### config.mk
export PLATFORM = sky130hd
export DESIGN_NAME = k16_text_renderer_flat
export DESIGN_NICKNAME = d
export VERILOG_FILES = /design/src/rtl/k16_text_pkg.sv /design/src/rtl/k16_text_renderer_if.sv /design/src/rtl/k16_blink_timer.sv /design/src/rtl/k16_text_renderer.sv /design/src/flat_wrapper.sv
export SDC_FILE = /design/constraint.sdc
export NUM_CORES = 1
export LEC_CHECK = 0
export BUFFER_PORTS_ARGS = -buffer_cell sky130_fd_sc_hd__buf_2
export CAP_MARGIN = 20
export CORE_MARGIN = 10
export CORE_UTILIZATION = 30
export DETAILED_ROUTE_END_ITERATION = 7
export HOLD_SLACK_MARGIN = 0.06
export SYNTH_ARGS = -nofsm -noshare
export SYNTH_HDL_FRONTEND = slang
export SYNTH_SLANG_ARGS = --single-unit
### constraint.sdc
create_clock -name clk -period 1.7 [get_ports clk]
set_input_delay 0.255 -clock clk [delete_from_list [all_inputs] [get_ports clk]]
set_output_delay 0.255 -clock clk [all_outputs]
set_load 0.1 [all_outputs]
### src/rtl/k16_text_pkg.sv
// Shared constants, attribute layout and colour helpers for the K16 text renderer.
package k16_text_pkg;

  localparam int COLS   = 80;
  localparam int ROWS   = 30;
  localparam int CHAR_W = 8;
  localparam int CHAR_H = 16;

  // cram_data layout: {bg[3:0], fg[3:0], code[7:0]}
  localparam int CODE_LSB = 0;
  localparam int FG_LSB   = 8;
  localparam int BG_LSB   = 12;

  typedef enum logic {
    BLINK_HIDDEN = 1'b0,
    BLINK_SHOWN  = 1'b1
  } blink_phase_t;

  // Standard 16-colour CGA palette, 4 bits per channel.
  function automatic logic [11:0] palette(input logic [3:0] idx);
    logic [11:0] rgb;
    case (idx)
      4'h0:    rgb = 12'h000;
      4'h1:    rgb = 12'h00A;
      4'h2:    rgb = 12'h0A0;
      4'h3:    rgb = 12'h0AA;
      4'h4:    rgb = 12'hA00;
      4'h5:    rgb = 12'hA0A;
      4'h6:    rgb = 12'hA50;
      4'h7:    rgb = 12'hAAA;
      4'h8:    rgb = 12'h555;
      4'h9:    rgb = 12'h55F;
      4'hA:    rgb = 12'h5F5;
      4'hB:    rgb = 12'h5FF;
      4'hC:    rgb = 12'hF55;
      4'hD:    rgb = 12'hF5F;
      4'hE:    rgb = 12'hFF5;
      default: rgb = 12'hFFF;
    endcase
    return rgb;
  endfunction

  // Constant multiplier as a sum of shifted copies of row; no hard multiplier needed.
  function automatic logic [11:0] row_times_cols(input logic [4:0] row, input logic [6:0] cols);
    logic [11:0] acc;
    acc = '0;
    for (int i = 0; i < 7; i++) begin
      if (cols[i]) acc = acc + (12'(row) << i);
    end
    return acc;
  endfunction

endpackage

### src/rtl/k16_text_renderer_if.sv
// Character RAM / font ROM read bus between the renderer and its memories.
interface k16_text_renderer_if;
  logic [11:0] cram_addr;
  logic [15:0] cram_data;
  logic [11:0] font_addr;
  logic [7:0]  font_data;

  modport master (
    output cram_addr,
    output font_addr,
    input  cram_data,
    input  font_data
  );

  modport slave (
    input  cram_addr,
    input  font_addr,
    output cram_data,
    output font_data
  );
endinterface

### src/rtl/k16_blink_timer.sv
// Cursor blink timer: counts vsync falling edges and toggles the visible phase.
module k16_blink_timer
  import k16_text_pkg::*;
#(
  parameter int BLINK_FRAMES = 16
) (
  input  logic         clk,
  input  logic         reset,
  input  logic         v_sync_in,
  output blink_phase_t phase
);

  logic       v_sync_q;
  logic [5:0] frame_cnt;
  logic       v_fall;

  assign v_fall = v_sync_q & ~v_sync_in;

  // Edge register resets to the idle (high) sync level so a release with vsync
  // already high never fakes a frame.
  always_ff @(posedge clk or posedge reset) begin
    if (reset) begin
      v_sync_q  <= 1'b1;
      frame_cnt <= '0;
      phase     <= BLINK_SHOWN;
    end else begin
      v_sync_q <= v_sync_in;
      if (v_fall) begin
        if (frame_cnt == 6'(BLINK_FRAMES - 1)) begin
          frame_cnt <= '0;
          phase     <= (phase == BLINK_SHOWN) ? BLINK_HIDDEN : BLINK_SHOWN;
        end else begin
          frame_cnt <= frame_cnt + 6'd1;
        end
      end
    end
  end

endmodule

### src/rtl/k16_text_renderer.sv
// 80x30 text-mode pixel generator: three-stage char/font fetch pipeline with cursor overlay.
module k16_text_renderer
  import k16_text_pkg::*;
#(
  parameter int COLS         = k16_text_pkg::COLS,
  parameter int ROWS         = k16_text_pkg::ROWS,
  parameter int BLINK_FRAMES = 16
) (
  input  logic                       clk,
  input  logic                       reset,
  input  logic [9:0]                 hpos,
  input  logic [9:0]                 vpos,
  input  logic                       display_on,
  input  logic                       h_sync_in,
  input  logic                       v_sync_in,
  k16_text_renderer_if.master        mem,
  input  logic [6:0]                 cursor_col,
  input  logic [4:0]                 cursor_row,
  input  logic                       cursor_en,
  output logic [11:0]                vga_rgb,
  output logic                       vga_h_sync,
  output logic                       vga_v_sync
);

  if (COLS * CHAR_W > 1024 || ROWS * CHAR_H > 512 || BLINK_FRAMES < 1 || BLINK_FRAMES > 63)
  begin : g_bad_params
    $error("k16_text_renderer: parameter out of range");
  end

  blink_phase_t blink_phase;

  k16_blink_timer #(
    .BLINK_FRAMES(BLINK_FRAMES)
  ) u_blink (
    .clk       (clk),
    .reset     (reset),
    .v_sync_in (v_sync_in),
    .phase     (blink_phase)
  );

  logic [6:0] col;
  logic [4:0] row;
  logic [2:0] px;
  logic [3:0] grow;
  logic       unused_vpos_msb;
  logic       hit_s0;

  assign col             = hpos[9:3];
  assign row             = vpos[8:4];
  assign px              = hpos[2:0];
  assign grow            = vpos[3:0];
  assign unused_vpos_msb = vpos[9];

  assign hit_s0 = cursor_en && (col == cursor_col) && (row == cursor_row) &&
                  (grow >= 4'(CHAR_H - 2)) && (blink_phase == BLINK_SHOWN);

  // Stage 0: issue the character RAM read.
  logic [2:0] px_s0;
  logic [3:0] grow_s0;
  logic       de_s0, hs_s0, vs_s0, hit_q0;

  always_ff @(posedge clk or posedge reset) begin
    if (reset) begin
      mem.cram_addr <= '0;
      px_s0         <= '0;
      grow_s0       <= '0;
      de_s0         <= 1'b0;
      hs_s0         <= 1'b1;
      vs_s0         <= 1'b1;
      hit_q0        <= 1'b0;
    end else begin
      mem.cram_addr <= row_times_cols(row, 7'(COLS)) + 12'(col);
      px_s0         <= px;
      grow_s0       <= grow;
      de_s0         <= display_on;
      hs_s0         <= h_sync_in;
      vs_s0         <= v_sync_in;
      hit_q0        <= hit_s0;
    end
  end

  // Stage 1: character data is back; issue the font ROM read.
  logic [7:0] attr_s1;
  logic [2:0] px_s1;
  logic       de_s1, hs_s1, vs_s1, hit_s1;

  always_ff @(posedge clk or posedge reset) begin
    if (reset) begin
      mem.font_addr <= '0;
      attr_s1       <= '0;
      px_s1         <= '0;
      de_s1         <= 1'b0;
      hs_s1         <= 1'b1;
      vs_s1         <= 1'b1;
      hit_s1        <= 1'b0;
    end else begin
      mem.font_addr <= {mem.cram_data[CODE_LSB +: 8], grow_s0};
      attr_s1       <= mem.cram_data[FG_LSB +: 8];
      px_s1         <= px_s0;
      de_s1         <= de_s0;
      hs_s1         <= hs_s0;
      vs_s1         <= vs_s0;
      hit_s1        <= hit_q0;
    end
  end

  // Stage 2: glyph bit select, cursor inversion and palette lookup.
  logic        pix;
  logic [11:0] colour;

  always_comb begin
    pix    = mem.font_data[3'd7 - px_s1] ^ hit_s1;
    colour = pix ? palette(attr_s1[FG_LSB - 8 +: 4]) : palette(attr_s1[BG_LSB - 8 +: 4]);
  end

  always_ff @(posedge clk or posedge reset) begin
    if (reset) begin
      vga_rgb    <= '0;
      vga_h_sync <= 1'b1;
      vga_v_sync <= 1'b1;
    end else begin
      vga_rgb    <= de_s1 ? colour : 12'h000;
      vga_h_sync <= hs_s1;
      vga_v_sync <= vs_s1;
    end
  end

endmodule

### src/flat_wrapper.sv
// flat-port wrapper written by rule: the top's interface ports become plain ports
module k16_text_renderer_flat import k16_text_pkg::*;
#(
  parameter int COLS         = k16_text_pkg::COLS,
  parameter int ROWS         = k16_text_pkg::ROWS,
  parameter int BLINK_FRAMES = 16
)
  (clk, reset, hpos, vpos, display_on, h_sync_in, v_sync_in, cursor_col, cursor_row, cursor_en, vga_rgb, vga_h_sync, vga_v_sync, mem_cram_addr, mem_font_addr, mem_cram_data, mem_font_data);
  k16_text_renderer_if mem_i ();
  input  logic clk;
  input  logic reset;
  input  logic [9:0] hpos;
  input  logic [9:0] vpos;
  input  logic display_on;
  input  logic h_sync_in;
  input  logic v_sync_in;
  input  logic [6:0] cursor_col;
  input  logic [4:0] cursor_row;
  input  logic cursor_en;
  output logic [11:0] vga_rgb;
  output logic vga_h_sync;
  output logic vga_v_sync;
  output wire logic [$bits(mem_i.cram_addr)-1:0] mem_cram_addr;
  output wire logic [$bits(mem_i.font_addr)-1:0] mem_font_addr;
  input wire logic [$bits(mem_i.cram_data)-1:0] mem_cram_data;
  input wire logic [$bits(mem_i.font_data)-1:0] mem_font_data;
  assign mem_cram_addr = mem_i.cram_addr;
  assign mem_font_addr = mem_i.font_addr;
  assign mem_i.cram_data = mem_cram_data;
  assign mem_i.font_data = mem_font_data;
  k16_text_renderer #(.COLS(COLS), .ROWS(ROWS), .BLINK_FRAMES(BLINK_FRAMES)) u_core (.clk(clk), .reset(reset), .hpos(hpos), .vpos(vpos), .display_on(display_on), .h_sync_in(h_sync_in), .v_sync_in(v_sync_in), .mem(mem_i), .cursor_col(cursor_col), .cursor_row(cursor_row), .cursor_en(cursor_en), .vga_rgb(vga_rgb), .vga_h_sync(vga_h_sync), .vga_v_sync(vga_v_sync));
endmodule
# Yosys cells after proc, flatten, opt, wreduce, memory -nomap -nowiden
# Memories as Yosys holds them, arrays and structs flattened.
# Cells that the tools add are included.
# word_totals
ff_bits	71
romBits	384
out_inout_bits	38
n_memories	2
# op_classes
n_addsub	4
order_cmp	2
n_eq_ne	3
muxes	6
n_bitwise	3
n_reduce_logical	5
# memory_table
memory	depth	width	read_ports	rd_clocked_by_memory_dff	write_ports	line	rtl
(name not given)	16	12	1	0	0	k16_text_pkg.sv:22	case (idx)
(name not given)	16	12	1	0	0	k16_text_pkg.sv:22	
# ops
operator	count
$mux W12	2
$add A12 B7 Y12	1
$add A9 B11 Y12	1
$eq A7 B7 Y1	1
$add A6 B1 Y6 const B	1
$eq A6 B4 Y1 const B	1
$mux W6	1
$eq A5 B5 Y1	1
$ge A4 B4 Y1 const B	1
$logic_and A1 B1 Y1	4
$lt A3 B4 Y1 const B	1
$bmux W1 S3	1
$sub A3 B3 Y3 const A	1
$mux W1	2
$reduce_and A2 Y1	1
$and A1 B1 Y1	1
$not A1 Y1	1
$xor A1 B1 Y1	1

# Logic depth before layout (Yosys ltp)
# Gate-level depths: netlist of run 1.
# logic_depth
depth_word	6
ltp_mapped	8

# Modules after synthesis
# A second synthesis of run 1 with hierarchy kept.
# unflattened
hier_cells	197
area_unflattened_um2	2671.3
# by_module_without_submodules
module	n_inst	cells_per_inst	area_each_um2	seq_area_each_um2
k16_text_renderer	1	165	2277.2	1433.9
k16_blink_timer	1	32	394.1	202.7

# Least setup slack after synthesis of run 1
# Ideal clock, no wire load.
# synth_timing
path_kind	input to register
start	input port hpos[9]
end	register u_core.mem.cram_addr[11]
setup_ps	119
arrival_time_ps	1898
required_time_ps	1581
slack_ps	-317
cell_stages	8
n_path_buf	0
cell_sequence	inv_1 fa_1 inv_1 fa_1 a21o_1 a21oi_1 o21bai_1 and2_1
# synth_between
elab_chain_cells	1
# synth_lines
element	line	rtl
start: declaration	flat_wrapper.sv:12	input logic [9:0] hpos;
$add A12 B7 Y12	k16_text_renderer.sv:72	mem.cram_addr <= row_times_cols(row, 7'(COLS)) + 12'(col);
end signal: assignment	k16_text_renderer.sv:72	
end: declaration	k16_text_renderer_if.sv:9	output cram_addr,
# No other way between the ends.
# A chain may end at the register's enable or synchronous reset.

# Final worst setup path of run 1
# layout_timing
start	register u_core.px_s1[1]
end	register u_core.vga_rgb[6]
# layout_between
elab_chain_cells	6
# layout_lines
element	line	rtl
start: declaration	k16_text_renderer.sv:84	logic [2:0] px_s1;
start signal: assignment	k16_text_renderer.sv:99	px_s1 <= px_s0;
$sub A3 B3 Y3	k16_text_renderer.sv:112	pix = mem.font_data[3'd7 - px_s1] ^ hit_s1;
$bmux W1 S3	k16_text_renderer.sv:112	
$mux W1 (not written as such)	k16_text_renderer.sv:112	
$xor A1 B1 Y1	k16_text_renderer.sv:112	
$mux W12	k16_text_renderer.sv:113	colour = pix ? palette(attr_s1[FG_LSB - 8 +: 4]) : palette(attr_s1[BG_LSB - 8 +: 4]);
$mux W12	k16_text_renderer.sv:122	vga_rgb <= de_s1 ? colour : 12'h000;
end signal: assignment	k16_text_renderer.sv:122	
end: declaration	k16_text_renderer.sv:20	output logic [11:0] vga_rgb,
# No other way between the ends. The select of a mux whose other input is x is not followed.

==> results of run 1 <==
state kept, by name, summed over array words and instances, names as in the netlist:
register	cells
u_core.attr_s1	8
u_core.de_s0	1
u_core.de_s1	1
u_core.grow_s0	4
u_core.hit_q0	1
u_core.hit_s1	1
u_core.hs_s0	1
u_core.hs_s1	1
u_core.mem.cram_addr	12
u_core.mem.font_addr	12
u_core.px_s0	3
u_core.px_s1	3
u_core.u_blink.frame_cnt	6
u_core.u_blink.phase	1
u_core.vga_h_sync	1
u_core.vga_rgb	5
u_core.vga_v_sync	1
u_core.vs_s0	1
u_core.vs_s1	1
cell usage after synthesis (all sizes together):
library cell,instances,share of area
dfrtp,57,0.55
xnor2,16,0.054
inv,11,0.016
ha,10,0.048
nand2,9,0.013
buf,8,0.023
nand3,8,0.015
a21o,7,0.020
dfstp,7,0.071
nand4,7,0.017
nor3b,5,0.014
a21oi,4,0.0077
nand2b,4,0.0097
nand3b,4,0.012
nand4b,4,0.014
nor3,4,0.0077
nor2,3,0.0043
o21ai,3,0.0058
a31oi,2,0.0048
and3,2,0.0048
clkbuf,2,0.0029
fa,2,0.015
mux4,2,0.020
xor2,2,0.0068
and2,1,0.0024
mux2,1,0.0043
mux2i,1,0.0087
nor2b,1,0.0024
nor4,1,0.0024
o2111ai,1,0.0034
o211ai,1,0.0029
o21bai,1,0.0029
o311ai,1,0.0034
or3,1,0.0024
or4,1,0.0029
or4b,1,0.0039
logic make-up after synthesis:
| group | after synthesis | share of synthesized area |
|---|---|---|
| buffers and inverters | 21 | 0.0420 |
| XOR/XNOR | 18 | 0.0608 |
| AO/OA/AOI/OAI | 20 | 0.0512 |
| multiplexers | 4 | 0.0333 |
| AND/OR/NAND/NOR | 56 | 0.128 |
| flip-flops | 64 | 0.621 |
| adder cells (fa/ha/maj) | 12 | 0.0637 |
stage by stage:
step / setup slack [ns] / cell area, um2
after floorplan: -0.150 / 2610
after global placement: -0.355 / 3320
after detailed placement: -0.417 / 3320
after CTS: -0.202 / 3870
after global routing: -0.226 / 3950
final: -0.179 / 3950
path summary, 6_finish.rpt:
kind | from | slack (ns) | to
worst max-delay path | u_core.px_s1[1] | -0.18 | u_core.vga_rgb[6]
worst min register to register | u_core.hs_s0 | 0.35 | u_core.hs_s1
max in group asynchronous | reset | 0.85 | u_core.hs_s0
min in group asynchronous | reset | 0.50 | u_core.attr_s1[3]
worst min-delay path | hpos[7] | 0.16 | u_core.mem.cram_addr[4]
worst max register to register | u_core.px_s1[1] | -0.18 | u_core.vga_rgb[6]
report_power, final:
group          total [mW]  internal (mW)  switching [mW]
sequential           1.77           1.68          0.0895
combinational        1.32          0.377           0.942
clock                1.47          0.870           0.603
total                4.57           2.93            1.63
what timing repair did:
item,4_1_cts,5_1_grt
hold endpoints to repair,87,0
setup endpoints to repair,3,6
hold buffers,31,0
buffers inserted,0,3
gates cloned,0,0
pin swaps,0,3
gates resized for setup,2,13
area by class of cell:
cell class,count,share of cell area
Multi-Input combinational cell,110,0.234
Timing Repair Buffer,151,0.254
Clock inverter,6,0.0234
Clock buffer,10,0.0348
Tap cell,105,0.0332
Sequential cell,64,0.408
Inverter,11,0.0133
per-layer routing:
metal	vias to the layer above	share of wire	GRT usage
met5	-	0	0
met1	913	0.39	0.106
met2	73	0.51	0.172
met3	11	0.089	0.0539
met4	0	0.012	0.0381
li1	969	-	-
==> run metrics, run 1 <==
status complete, but fails checks; failing checks negative setup slack; router iterations before antenna repair 4; Die Span Y approximately 110 um; data required time of the worst path between 1.5 and 2 ns; Final period util 1.11; setup TNS -0.247 ns; Critical-path top delay cell mux4_2; WL final between 6000 and 7000 um; Distinct cells, synth 36; Peak VDD IR approximately 0.00048 V; maximum clock frequency between 500 and 600 MHz; fin worst setup slack -0.179 ns; Syn Area/Cell approximately 13 um2; Overall Power ~4.6 mW; Placed Cells 407; Synthesis Warnings 0; Synth Instances ~200; Net Count, Synth between 200 and 300; Layout Utilization 0.476; Setup CP Type reg -> reg; fin crit period 1.88 ns; fillers roughly 770; nets around 420; share of cells above drive strength 1 0.449; Tot GR Track Use 0.102; Worst Tran Pin Value 0.504 ns; Syn Std Cell Area roughly 2600 um2; core footprint ~8300 um2; routability congestion estimate about 0.80; CTS Buffer Depth 2; Pleak approximately 1.9 nW; port buffer count between 90 and 100; Iteration-0 DRC Markers 44; Final Non-Filler Cells between 400 and 500; clk_lat worst skew about 0.34 ns; Hold Crit Class in -> reg; crit-path cells mux4_2 > mux2i_4 > mux2_4 > or3_1; detailed-route via count approximately 2000; Hold Path Depth 2; RSZ-0062 raised after global routing yes; initial core utilization 0.312; pwr/cell area about 1200 nW/um2; # H-tree levels 3; Seq/Total Area, Yosys 0.621; Max Cap Viol 0; Final Hold Vio Count 0; Detail Route Antenna Nets 0; critical path depth in cells 4; Storage cell area about 1600 um2; CTS tree built; Remaining Overflow, GRT 0; most frequent cells in the layout 97 x buf_2, 57 x dfrtp_1, 31 x dlygate4sd3_1, 17 x buf_4, 16 x xnor2_1; arrival time worst endpoint between 2 and 2.5 ns; I/O pins 100; TritonCTS Buffers 9; clk sinks between 60 and 70; Std-Cell Rows 33; Root Buffer Master clkbuf_8; Top delay family on crit path multiplexers; die width 113 um; HPWL Detailed between 4000 and 5000 um; vias in the first global route roughly 2100; crit path capture type flip-flop; worst reg2reg path depth 4; max-slew violations 0; Crit path largest cell delay 0.54 ns; largest net degree at the start of global routing between 40 and 50; buffers plus inverters on the worst setup path 0; Vias/cell about 4.3; Max Clock Skew roughly 0.0083 ns; most common cell after layout, fill and taps aside buf_2; Hold WS around 0.16 ns; Slew HR 0.666; CP Launch Type flip-flop; Worst-path clk slew 0.08 ns; Die ar. roughly 13000 um2; WL/cell about 14 um; initial antenna violation count 0; diode count 0; FF+latch count, synth 64; # DRC 0; multi-input logic area roughly 920 um2; P&R area growth vs syn 52.4%; first-pass GRT wire length between 10000 and 15000 um; CP max FO 2; Final setup viols 2
Power figures use the tool's default switching activity.
==> inputs of run 2 (changes only) <==
--- a/config.mk
+++ b/config.mk
@@ -5,12 +5,14 @@
 export SDC_FILE = /design/constraint.sdc
 export NUM_CORES = 1
 export LEC_CHECK = 0
+export ABC_AREA = 1
 export BUFFER_PORTS_ARGS = -buffer_cell sky130_fd_sc_hd__buf_2
 export CAP_MARGIN = 20
 export CORE_MARGIN = 10
 export CORE_UTILIZATION = 30
 export DETAILED_ROUTE_END_ITERATION = 7
 export HOLD_SLACK_MARGIN = 0.06
+export SLEW_MARGIN = 20
 export SYNTH_ARGS = -nofsm -noshare
 export SYNTH_HDL_FRONTEND = slang
 export SYNTH_SLANG_ARGS = --single-unit
==> run 2 against run 1 <==
  * The flow now finishes without violations
  * Combinational power down 4%
  * Routed wire length decreased by 4.6%
  * Utilization decreased by 2.2 points
  * Setup slack gained 0.33 ns
  * Sequential share of layout area rose by 2.4 points
  * Final cell count increased by 5.9%
  * Via count grew 2.5%
  * Maximum frequency grew 21%
  * Critical path depth rose by 5
  * Clock power fell by 13%
  * Total power is 4.6% lower
  * Die area is 1.8% lower
  * Critical path type is now in -> reg
  * Critical endpoint is now u_core.mem.cram_addr[11]
==> run metrics, run 2 <==
status completed; CP max FO 2 (unchanged); Final setup viols 0 (-2); most used cell, CP nor2_1; Max Clock Skew 0.00597 ns (-0.00228 ns); P&R area growth vs syn 47.0%; share of cells above drive strength 1 0.393 (-0.0557); Seq/Total Area, Yosys 0.635 (+0.0135); # DRC 0 (unchanged); Die Span Y 112 um (-0.88%); Synth area leaders dfrtp_1 56%, dfstp_2 7.2%, inv_1 5.5%; EDFF count, synth 0 (unchanged); vias in the first global route 2195 (+3.0%); Overall Power 4.36 mW (-4.6%); clock network fraction of total power 0.293 (-0.030); port buffer count 98 (unchanged); Post-synth top cells 57 x dfrtp_1, 37 x inv_1, 32 x nand2_1, 19 x nor2_1, 17 x nand3_1; Synth Instances 231 (+18%); Root Buffer Master clkbuf_8; Peak VDD IR 0.000508 V (+4.8%); Hold WS 0.160 ns (-0.00485 ns); Iteration-0 DRC Markers 46 (+4.5%); largest net degree at the start of global routing 38 (-7.3%); Vias/cell 4.17 (-3.2%); area leader, netlist dfrtp_1; die width 112 um (-0.88%); Setup CP Type in -> reg; most instantiated library cell after synthesis dfrtp_1; Final period util 0.910 (-0.195); initial antenna violation count 0 (unchanged); arrival time worst endpoint 1.77 ns (-0.33 ns); Hold Crit Class in -> reg; clk sinks 64 (unchanged); Syn Std Cell Area 2540 um2 (-2.1%); CTS tree built; # H-tree levels 3 (unchanged); Die ar. 12500 um2 (-1.8%); Async S/R FF share, synth 1.00 (unchanged); Std-Cell Rows 33 (unchanged); post-synth top area share 0.562 (+0.0119); initial core utilization 0.309 (-0.00356); crit path capture type flip-flop; WL/cell 12.7 um (-9.9%); reg2reg setup slack 0.26 ns (+0.44 ns); TritonCTS Buffers 9 (unchanged); maximum clock frequency 646 MHz (+21%); Flop pwr share 0.416 (+0.028); setup TNS 0 ns (+0.247 ns); pwr/cell area 1170 nW/um2 (+1.1%); first-pass GRT wire length 10100 um (-3.5%); Crit path largest cell delay 0.54 ns (about the same); RSZ-0062 raised after global routing no; Syn Area/Cell 11.0 um2 (-17%); Primary FF master, synth dfrtp_1; WL final 6140 um (-4.6%); core footprint 8220 um2 (-1.0%); diode count 0 (unchanged); most common cell after layout, fill and taps aside buf_2; most frequent cells in the layout 98 x buf_2, 57 x dfrtp_1, 34 x inv_1, 31 x nand2_1, 31 x dlygate4sd3_1; Psw 1.61 mW (-1.7%); CP Launch Type input pin; Max Cap Viol 0 (unchanged); Net Count, Synth 305 (+13%); CTS resizes 0 (-2); data required time of the worst path 1.92 ns (about the same); I/O pins 100 (unchanged); routability congestion estimate 0.836 (+5.0%); nets 448 (+6.4%); Detail Route Antenna Nets 0 (unchanged); HPWL Detailed 4790 um (-2.2%); fin crit period 1.55 ns (-0.331 ns); Sw Ratio 0.369 (+0.0108); Remaining Overflow, GRT 0 (unchanged); Pleak 1.95 nW (+2.3%); CTS Buffer Depth 2 (unchanged); Worst-path clk slew 0.07 ns (about the same); Final Hold Vio Count 0 (unchanged); max-slew violations 0 (unchanged); P_int 2.75 mW (-6.2%); clk_lat worst skew 0.33 ns (about the same); detailed-route via count 2016 (+2.5%); FF+latch count, synth 64 (unchanged); Place WS -0.192 ns (+0.226 ns); router iterations before antenna repair 5 (+1); fin worst setup slack 0.152 ns (+0.331 ns); Worst Tran Pin Value 0.508 ns (+0.00371 ns); Slew HR 0.664 (-0.00246); Layout Utilization 0.454 (-0.0222); Tot GR Track Use 0.0985 (-0.00371); Distinct cells, synth 25 (-31%); Largest regs u_core.mem.cram_addr x12, u_core.mem.font_addr x12, u_core.attr_s1 x8; combinational cell fraction of total power 0.291 (+0.002); Synthesis Warnings 0 (unchanged); crit-path cells buf_2 > inv_2 > fa_1 > inv_2 > fa_2 > a31oi_2 > nor2_1 > nor2_1 > nor2_1; Critical-path top delay cell fa_1
run 2: cells by family after synthesis:
| group | after synthesis | share of synthesized area |
|---|---|---|
| and+or+nand+nor | 82 | 0.145 |
| DFF | 64 | 0.635 |
| buffers and inverters | 45 | 0.0769 |
| AOI/OAI and AO/OA | 17 | 0.0399 |
| adders and majority gates | 12 | 0.0651 |
| xor gates and xnor gates | 11 | 0.0380 |
run 2: timing repair:
action	4_1_cts	5_1_grt
hold buffers	31	0
hold endpoints to repair	61	0
buffers inserted	0	0
run 2: per-layer routing:
| layer | vias up | GRT usage | part of all wire |
|---|---|---|---|
| met2 | 73 | 0.165 | 0.50 |
| met1 | 931 | 0.101 | 0.38 |
| met5 | - | 0 | 0 |
| met4 | 0 | 0.0330 | 0.011 |
| met3 | 7 | 0.0569 | 0.11 |
| li1 | 1005 | - | - |
run 2: critical path, delay by kind of cell:
family	cells	cell delay, ns
adders and majority gates	2	0.94
AOI/OAI and AO/OA	1	0.18
buffers and inverters	3	0.20
and+or+nand+nor	3	0.19
run 2: layout make-up:
type                    count  area, um2
clock inverters             5       56.3
repair buffers            139        876
well taps                 105        131
inverters                  38        146
fillers                   785       4490
flip-flops and latches     64       1610
clock buffers              11        141
multi-input cells         122        768
run 2: through the flow:
step / instances / cell area (um2)
final: 484 / 3730
after global routing: 484 / 3730
after CTS: 484 / 3730
after detailed placement: 437 / 3220
after global placement: 437 / 3220
after floorplan: 231 / 2580
run 2: power groups by stage:
stage	Clock, mW	Combinational, mW	Sequential [mW]
after CTS	1.34	1.28	1.81
after global placement	0	1.21	1.83
after detailed placement	0	1.23	1.83
final	1.28	1.27	1.81
after global routing	1.41	1.36	1.83
after floorplan	0	0.440	2.35
run 2: path summary, 6_finish.rpt:
check,start,to,cells past startpoint
worst min register to register,u_core.grow_s0[3],u_core.mem.font_addr[3],0
worst max-delay path,vpos[6],u_core.mem.cram_addr[11],9
max in group asynchronous,reset,u_core.vs_s0,4
min in group asynchronous,reset,u_core.mem.font_addr[8],4
worst min-delay path,vpos[4],u_core.mem.cram_addr[4],2
worst max register to register,u_core.vs_s0,u_core.u_blink.frame_cnt[5],8
